File: src/rtl/adder_bist.sv
// Exhaustive BIST for a WIDTH-bit combinational adder. Every {c_in,a,b} vector is driven
// for one settling cycle, then compared; the mismatch count and first failing index are kept.

module adder_bist_cmp #(
    parameter int WIDTH = 3
) (
    input  logic [WIDTH-1:0] a,
    input  logic [WIDTH-1:0] b,
    input  logic             c_in,
    input  logic [WIDTH-1:0] sum,
    input  logic             c_out,
    output logic             mismatch
);
    logic [WIDTH:0] expected;

    assign expected = {1'b0, a} + {1'b0, b} + {{WIDTH{1'b0}}, c_in};
    assign mismatch = (expected != {c_out, sum});
endmodule

module adder_bist #(
    parameter int WIDTH = 3
) (
    input  logic               clk,
    input  logic               rst,
    input  logic               start,
    output logic [WIDTH-1:0]   a,
    output logic [WIDTH-1:0]   b,
    output logic               c_in,
    input  logic [WIDTH-1:0]   sum,
    input  logic               c_out,
    output logic               busy,
    output logic               done,
    output logic               pass,
    output logic [2*WIDTH+1:0] err_count,
    output logic [2*WIDTH:0]   first_fail
);
    localparam int VW = 2*WIDTH + 1;
    localparam int CW = 2*WIDTH + 2;

    localparam logic [1:0] S_IDLE   = 2'd0;
    localparam logic [1:0] S_DRIVE  = 2'd1;
    localparam logic [1:0] S_SAMPLE = 2'd2;
    localparam logic [1:0] S_DONE   = 2'd3;

    typedef struct packed {
        logic [CW-1:0] err_count;
        logic [VW-1:0] first_fail;
        logic          fail_seen;
    } result_t;

    logic [1:0]    state;
    logic [VW-1:0] vec;
    result_t       res;
    logic          mismatch;

    // Operands come straight from the vector register so the adder sees stable inputs.
    assign c_in = vec[VW-1];
    assign a    = vec[VW-2:WIDTH];
    assign b    = vec[WIDTH-1:0];

    adder_bist_cmp #(.WIDTH(WIDTH)) u_cmp (
        .a        (a),
        .b        (b),
        .c_in     (c_in),
        .sum      (sum),
        .c_out    (c_out),
        .mismatch (mismatch)
    );

    always_ff @(posedge clk or posedge rst) begin
        if (rst) begin
            state <= S_IDLE;
            vec   <= '0;
            res   <= '0;
        end else begin
            case (state)
                S_IDLE, S_DONE: begin
                    if (start) begin
                        state <= S_DRIVE;
                        vec   <= '0;
                        res   <= '0;
                    end
                end
                S_DRIVE: state <= S_SAMPLE;
                S_SAMPLE: begin
                    if (mismatch) begin
                        // Saturate defensively; a full run cannot exceed 2^VW errors anyway.
                        if (res.err_count != '1)
                            res.err_count <= res.err_count + 1'b1;
                        if (!res.fail_seen) begin
                            res.first_fail <= vec;
                            res.fail_seen  <= 1'b1;
                        end
                    end
                    if (vec == '1) begin
                        state <= S_DONE;
                    end else begin
                        vec   <= vec + 1'b1;
                        state <= S_DRIVE;
                    end
                end
                default: state <= S_IDLE;
            endcase
        end
    end

    assign busy       = (state == S_DRIVE) || (state == S_SAMPLE);
    assign done       = (state == S_DONE);
    assign pass       = done && (res.err_count == '0);
    assign err_count  = res.err_count;
    assign first_fail = res.first_fail;
endmodule

File: config.mk
export PLATFORM = sky130hd
export DESIGN_NAME = adder_bist
export DESIGN_NICKNAME = d
export VERILOG_FILES = /design/src/rtl/adder_bist.sv
export SDC_FILE = /design/constraint.sdc
export NUM_CORES = 1
export LEC_CHECK = 0
export CORE_UTILIZATION = 56
export DETAILED_ROUTE_END_ITERATION = 16
export MAX_ROUTING_LAYER = met4
export PLACE_DENSITY_LB_ADDON = 0.3
export SYNTH_ARGS = -nofsm -noshare
export SYNTH_HDL_FRONTEND = slang
export SYNTH_SLANG_ARGS = --single-unit
File: constraint.sdc
create_clock -name clk -period 8.32 [get_ports clk]
set_input_delay 0.832 -clock clk [delete_from_list [all_inputs] [get_ports clk]]
set_output_delay 0.832 -clock clk [all_outputs]
set_load 0.01 [all_outputs]
# Yosys cells after proc, flatten, opt, wreduce, memory -nomap -nowiden
# Cells that the tools add are included.
# totals
in_bits,7
register_bits,25
wordCells,41
output_inout_bits,25
# classes
n_addsub,4
n_reduce_logical,10
eq_ne,11
muxes,11
# op_table
operator,n
$mux 16,2
$pmux 16 s2,1
$mux 8,2
$mux 7,2
$pmux 7 s2,1
$ne 2x2->1 const B,5
$add 8x1->8 const B,1
$logic_not 8->1,1
$ne 8x8->1 const B,1
$reduce_and 4->1,2
$add 7x1->7 const B,1
$eq 7x7->1 const B,1
$pmux 2 s3,1
$reduce_and 3->1,2
$add 3x3->4,1
$add 4x1->4,1
$eq 2x2->1 const B,2
$mux 2,2
$ne 4x4->1,1
$eq 2x1->1 const B,1
$logic_not 2->1,1
$reduce_bool 2->1,1
$reduce_or 2->1,1
$logic_and 1x1->1,1
$logic_or 1x1->1,1

# Logic depth before layout (Yosys ltp)
# Gate-level depths: netlist of the first run.
# depth
depth_word,5
mapped_depth,8
mapped_depth_nobuf,8

# Modules after synthesis
# A second synthesis of the first run with hierarchy kept.
# unflattened
hier_cells,174
hier_area_um2,1581.5
# modules_own_cells
module,cells_each,seq_area_each_um2,instances,area_each_um2
adder_bist,158,625.6,1,1435.1
adder_bist_cmp,16,0.0,1,146.4

# Worst setup path after synthesis of the first run
# Ideal clock, no wire load.
# synth_path
kind,register to register
start,register vec[3]
end,"register, netlist name err_count[2]"
required_time_ps,8196
setup_ps,124
period_less_slack_ps,2771
path_buffers,0
stages_incl_launch_ff,9
arrival_ps,2647
path_slack_ps,5549
cell_sequence,dfrtp_1 -> fa_1 -> inv_1 -> fa_1 -> xor2_1 -> nand3_1 -> a2111oi_4 -> nor4_1 -> a211o_2
# synth_between
elab_chain_len,5
# synth_lines
item,line_no,source
from (decl),52,logic [VW-1:0] vec;
from (signal assigned),98,vec <= vec + 1'b1;
$add 3x3->4,16,"assign expected = {1'b0, a} + {1'b0, b} + {{WIDTH{1'b0}}, c_in};"
$add 4x1->4,16,
$ne 4x4->1,17,"assign mismatch = (expected != {c_out, sum});"
$ne 2x2->1 (no line),-,
$reduce_and 4->1 (no line),-,
# No other way between the ends.
# A chain may end at the register's enable or synchronous reset.

# Worst setup path after layout of the first run
# layout_path
start,register state[0]
end,register vec[4]
# layout_between
elab_chain_len,4
word_cells_on_any_way,9
classes_between,4 x eq/ne; 1 x mux; 4 x reduce/logical
# layout_lines
item,line_no,source
from (decl),51,logic [1:0] state;
from (signal assigned),72,state <= S_IDLE;
from (signal assigned),79,state <= S_DRIVE;
from (signal assigned),84,S_DRIVE: state <= S_SAMPLE;
$eq 2x2->1 or $logic_not 2->1 (tied branches),76,case (state)
$reduce_or 2->1,76,
$ne 2x2->1 (no line) or $reduce_bool 2->1 (tied branches),-,
$reduce_and 3->1 (no line),-,
# Parallel ways exist; a longest one is shown, timed or not.

==> results of run 1 <==
[cells in the mapped netlist, types with 3 or more instances]
| cell type | instances | share of area |
|---|---|---|
| inv_1 | 19 | 0.043 |
| o21ai_0 | 8 | 0.024 |
| mux2i_1 | 10 | 0.060 |
| nor3_1 | 3 | 0.0090 |
| nor4_1 | 4 | 0.015 |
| o31ai_1 | 3 | 0.013 |
| buf_4 | 15 | 0.067 |
| and3_1 | 4 | 0.015 |
| dfrtp_1 | 25 | 0.37 |
| nor2_1 | 7 | 0.016 |
| nand2_1 | 20 | 0.045 |
| ha_1 | 9 | 0.067 |
| nand3_1 | 7 | 0.021 |
[metal layers]
metal | share of wire | up-vias
met4 | 0.012 | 0
met1 | 0.47 | 620
li1 | - | 633
met2 | 0.47 | 41
met5 | 0 | -
met3 | 0.044 | 5
[power by group]
| group | switching [mW] | internal [mW] | total, mW |
|---|---|---|---|
| clock | 0.0371 | 0.0188 | 0.0559 |
| sequential | 0.0273 | 0.139 | 0.166 |
| combinational | 0.0436 | 0.0641 | 0.108 |
[path summary, 6_finish.rpt]
path                          startpoint            end  slack, ns  cells after the start
max                             state[0]         vec[4]       5.17                      7
min                        first_fail[1]  first_fail[1]       0.53                      2
max reg2reg                     state[0]         vec[4]       5.17                      7
min reg2reg                first_fail[1]  first_fail[1]       0.53                      2
max in group asynchronous            rst         res[0]       6.76                      2
min in group asynchronous            rst         vec[6]       1.00                      2
[final cells by class]
class	count	area [µm²]
tap	31	38.8
inverter	19	71.3
timing repair buffer	31	310
fill	231	861
sequential	25	626
clock buffer	4	26.3
multi-input combinational	114	848
[metrics by stage]
step                utilization  hold slack, ns  total power, mW
CTS                       0.691           0.533            0.331
global placement          0.681           0.505            0.271
finish                    0.691           0.531            0.330
detailed placement        0.681           0.511            0.276
global route              0.691           0.547            0.351
floorplan                     -           0.494            0.247
[cell families (layout without fill, tap and decap cells)]
family	Yosys count	count (layout)	share of synthesized area
and+or+nand+nor	58	58	0.181
buffers and inverters	37	54	0.117
AOI/OAI and AO/OA	31	31	0.154
DFF	25	25	0.375
adders and majority gates	11	11	0.0915
muxes	11	11	0.0667
xor gates and xnor gates	3	3	0.0157
[state kept, by name, indices dropped and copies added (netlist names)]
register,cells
res,1
first_fail,7
err_count,8
state,2
vec,7
[critical path, cell delays in order (launching register included)]
cell      delay (ns)
dfrtp_1         0.46
inv_1           0.08
ha_1            0.88
nand2_1         0.23
o311ai_0        0.88
inv_1           0.21
nand2_1         0.20
o31ai_1         0.11
[layout by cell type, fill, tap and decap left out, types with 3 or more instances in the layout]
cell type / count
clkbuf_4: 3
and3_1: 4
clkdlybuf4s50_1: 31
o31ai_1: 3
ha_1: 9
nor3_1: 3
nor2_1: 7
nor4_1: 4
dfrtp_1: 25
nand3_1: 7
inv_1: 19
nand2_1: 20
o21ai_0: 8
mux2i_1: 10
==> flow_summary.json, run 1 <==
{
  "drt_first_pass_iters": 4,
  "drive_above_1_share": 0.0674,
  "clk_pin_slew_worst_paths_ns": 0.14,
  "met1_usage": 0.335,
  "syn_avg_cell_area_um2": 9.48,
  "ant_nets": 0,
  "rsz0062_at_grt": "false",
  "clock.fmax_mhz": 318,
  "period_minus_slack_ns": 3.15,
  "hpwl_mm": 2.37,
  "dieArea_um2": 3200,
  "min_period_over_period": 0.378,
  "clock-sinks": 25,
  "arrival_ns": 3.36,
  "crit_type": "flop to flop",
  "holdBufCountCts": 0,
  "hold_viol_final": 0,
  "post_cts_resized": 0,
  "synth_nets": 194,
  "cts_buffers": 3,
  "drt_iter0_drc": 50,
  "vias_per_cell": 5.80,
  "port_buffers": 31,
  "final-setup-viol-count": 0,
  "ys.flop_type": "dfrtp_1",
  "place_ws_ns": 5.20,
  "drc": 0,
  "fin_skew_ns": 0.00703,
  "postRouteWirelength_mm": 3.26,
  "async_flop_share": 1.00,
  "max_cap_violations": 0,
  "power.density_nw_per_um2": 172,
  "cp.required_ns": 8.54,
  "synth-edff-count": 0,
  "critPathMaxFanout": 32,
  "grt_pass1_wl_mm": 5.75,
  "routabilityCongestion": 0.762,
  "relSlewSlack": 0.274,
  "n_antenna_cell": 0,
  "grt_pass1_vias": 1226,
  "synth_warnings": 0,
  "slew_viol_final": 0,
  "synthCells": 176,
  "cts_setup_buffers": 0,
  "power.ir.vdd_worst_mv": 0.226,
  "final_cell_area_um2": 1920,
  "busiest_layer": "met2",
  "worstMarginPinSlew_ns": 1.09,
  "cts-root-buf": "clkbuf_4",
  "worst_setup_path_start_kind": "flop",
  "yosysSeqAreaShare": 0.375,
  "track_usage": 0.234,
  "status": "complete, no violations",
  "final_cells": 224,
  "pin_count": 32,
  "hold_path_class": "flop to flop",
  "clockBufferDepth": 2,
  "endpoint_kind": "flop",
  "cts_tree": "yes",
  "gr-usage-met3": 0.0276,
  "initial_core_util": 0.600,
  "grt_start_max_net_pins": 33,
  "core_area_um2": 2780,
  "fin_tns_setup_ns": 0,
  "wl_per_cell_um": 14.6,
  "p_leak_nw": 0.852,
  "netlist-cell-type-count": 43,
  "rows": 19,
  "h-tree-depth": 1,
  "netlist_area_um2": 1670,
  "die_w_um": 56.6,
  "dp_cells": 220,
  "antenna_found_initial": 0,
  "gr-total-overflow": 0,
  "insertion_delay_ns": 0.32,
  "fin_ws_ns": 5.17,
  "grt.met2_usage": 0.353,
  "syn_to_final_growth_pct": 15.1,
  "die_y_um": 56.6,
  "synth_seq_cells": 25,
  "placed_cell_area_um2": 1890,
  "vias": 1299,
  "nets": 212
}
Note: power is estimated with default switching activity, not from simulation.
==> inputs of run 2 (changes only) <==
Settings changed: CORE_UTILIZATION 56 to 47.
Clock period 8.32 ns to 2.7 ns, I/O delays scaled along.
==> run 2 against run 1 <==
Compared with the run above: sequential cell count unchanged; die area increased by 18%; via count increased by 3.3%; register-to-register slack got worse by 5.0 ns; design area increased by 7.6%; clock skew decreased by 0.0030 ns; routed wire length increased by 5.5%.
==> flow_summary.json, run 2 (synthesized netlist as in run 1, its figures left out) <==
{
  "final_cell_area_um2": 2070,
  "relSlewSlack": 0.756,
  "core_area_um2": 3360,
  "grt_pass1_wl_mm": 5.74,
  "drt_first_pass_iters": 5,
  "clk_pin_slew_worst_paths_ns": 0.13,
  "syn_to_final_growth_pct": 23.8,
  "largest_register": "err_count",
  "drive_above_1_share": 0.139,
  "worst_setup_path_start_kind": "flop",
  "holdBufCountCts": 0,
  "endpoint_kind": "flop",
  "drt_iter0_drc": 66,
  "power_switching_mw": 0.331,
  "rsz0062_at_grt": "false",
  "final_common_cell": "clkdlybuf4s50_1",
  "fin_skew_ns": 0.00403,
  "hpwl_mm": 2.60,
  "internal_power_mw": 0.686,
  "drc": 0,
  "power.density_nw_per_um2": 492,
  "reg_top3": "err_count: 8 flops, first_fail: 7 flops, vec: 7 flops",
  "crit_type": "flop to flop",
  "vias_per_cell": 5.28,
  "largest_register_ffs": 8,
  "grt_pass1_vias": 1221,
  "n_antenna_cell": 0,
  "max_cap_violations": 0,
  "utilization": 0.615,
  "dieArea_um2": 3790,
  "period_minus_slack_ns": 2.53,
  "switching_share": 0.325,
  "worstMarginPinSlew_ns": 0.366,
  "power.ir.vdd_worst_mv": 0.334,
  "fin_tns_setup_ns": 0,
  "dp_cells": 248,
  "vias": 1342,
  "track_usage": 0.213,
  "postRouteWirelength_mm": 3.44,
  "gr-total-overflow": 0,
  "hold_viol_final": 0,
  "wl_per_cell_um": 13.6,
  "r2r_setup_slack_ns": 0.17,
  "p_leak_nw": 0.931,
  "ant_nets": 0,
  "cts_tree": "yes",
  "insertion_delay_ns": 0.32,
  "routabilityCongestion": 0.885,
  "seqPwrFrac": 0.499,
  "clockBufferDepth": 2,
  "grt_start_max_net_pins": 26,
  "clock.fmax_mhz": 395,
  "min_period_over_period": 0.938,
  "placed_cell_area_um2": 2020,
  "hold_path_class": "input port to async pin",
  "final-setup-viol-count": 0,
  "cp.required_ns": 2.93,
  "pin_count": 32,
  "initial_core_util": 0.496,
  "port_buffers": 31,
  "rows": 21,
  "antenna_found_initial": 0,
  "die_w_um": 61.6,
  "critPathMaxFanout": 7,
  "cts-root-buf": "clkbuf_4",
  "clock-sinks": 25,
  "slew_viol_final": 0,
  "h-tree-depth": 1,
  "final_cell_mix": "clkdlybuf4s50_1, dfrtp_1, nand2_1, inv_1, buf_4",
  "status": "complete, no violations",
  "arrival_ns": 2.76,
  "nets": 227,
  "pwr-share-comb": 0.334,
  "final_cells": 254,
  "die_y_um": 61.6,
  "cts_buffers": 3,
  "clkPwrFrac": 0.167
}
-- run 2: routing by layer --
layer	GRT usage	share of wire
met1	0.306	0.50
met2	0.315	0.46
met3	0.0189	0.030
met4	0.0730	0.012
met5	-	0
-- run 2: worst paths after layout --
kind / end / depth (start not counted) / startpoint
setup reg to reg: err_count[2] / 9 / vec[3]
hold reg to reg: first_fail[4] / 2 / first_fail[4]
hold / removal: err_count[6] / 3 / rst
setup / recovery: err_count[2] / 9 / vec[3]
max in group asynchronous: vec[3] / 3 / rst
min in group clk: first_fail[4] / 2 / first_fail[4]
-- run 2: repair_timing --
| item | in CTS | in global routing |
|---|---|---|
| setup buffers | 1 | 1 |
| pin swaps | 2 | 3 |
| endpoints found under the setup margin | 1 | 15 |
| gates resized for setup | 1 | 0 |
-- run 2: area by class of cell --
class,instances,area [µm²]
Multi-Input combinational cell,114,851
Clock buffer,4,26.3
Timing Repair Buffer,46,435
Inverter,19,71.3
Fill cell,313,1300
Tap cell,46,57.6
Sequential cell,25,626
-- run 2: power by group through the flow --
stage | Combinational, mW | Clock [mW] | Sequential, mW
after floorplan | 0.269 | 0 | 0.492
after global placement | 0.323 | 0 | 0.510
final | 0.340 | 0.169 | 0.507
after global routing | 0.378 | 0.188 | 0.519
after CTS | 0.343 | 0.175 | 0.507
after detailed placement | 0.341 | 0 | 0.514
-- run 2: worst max-delay path, stage by stage, from the launching register on --
cell,delay [ns]
dfrtp_1,0.42
fa_2,0.40
inv_1,0.08
fa_1,0.41
xor2_1,0.15
nand3_1,0.13
a2111oi_4,0.30
buf_4,0.22
nor4_1,0.06
a211o_2,0.26
-- run 2: through the flow --
stage	power (mW)	hold slack, ns	setup slack (ns)
2_1_floorplan	0.761	0.297	0.0581
3_3_place_gp	0.833	0.505	0.0874
3_5_place_dp	0.855	0.510	0.0187
4_1_cts	1.02	0.282	0.0165
5_1_grt	1.09	0.328	0.00927
6_report	1.02	0.271	0.167
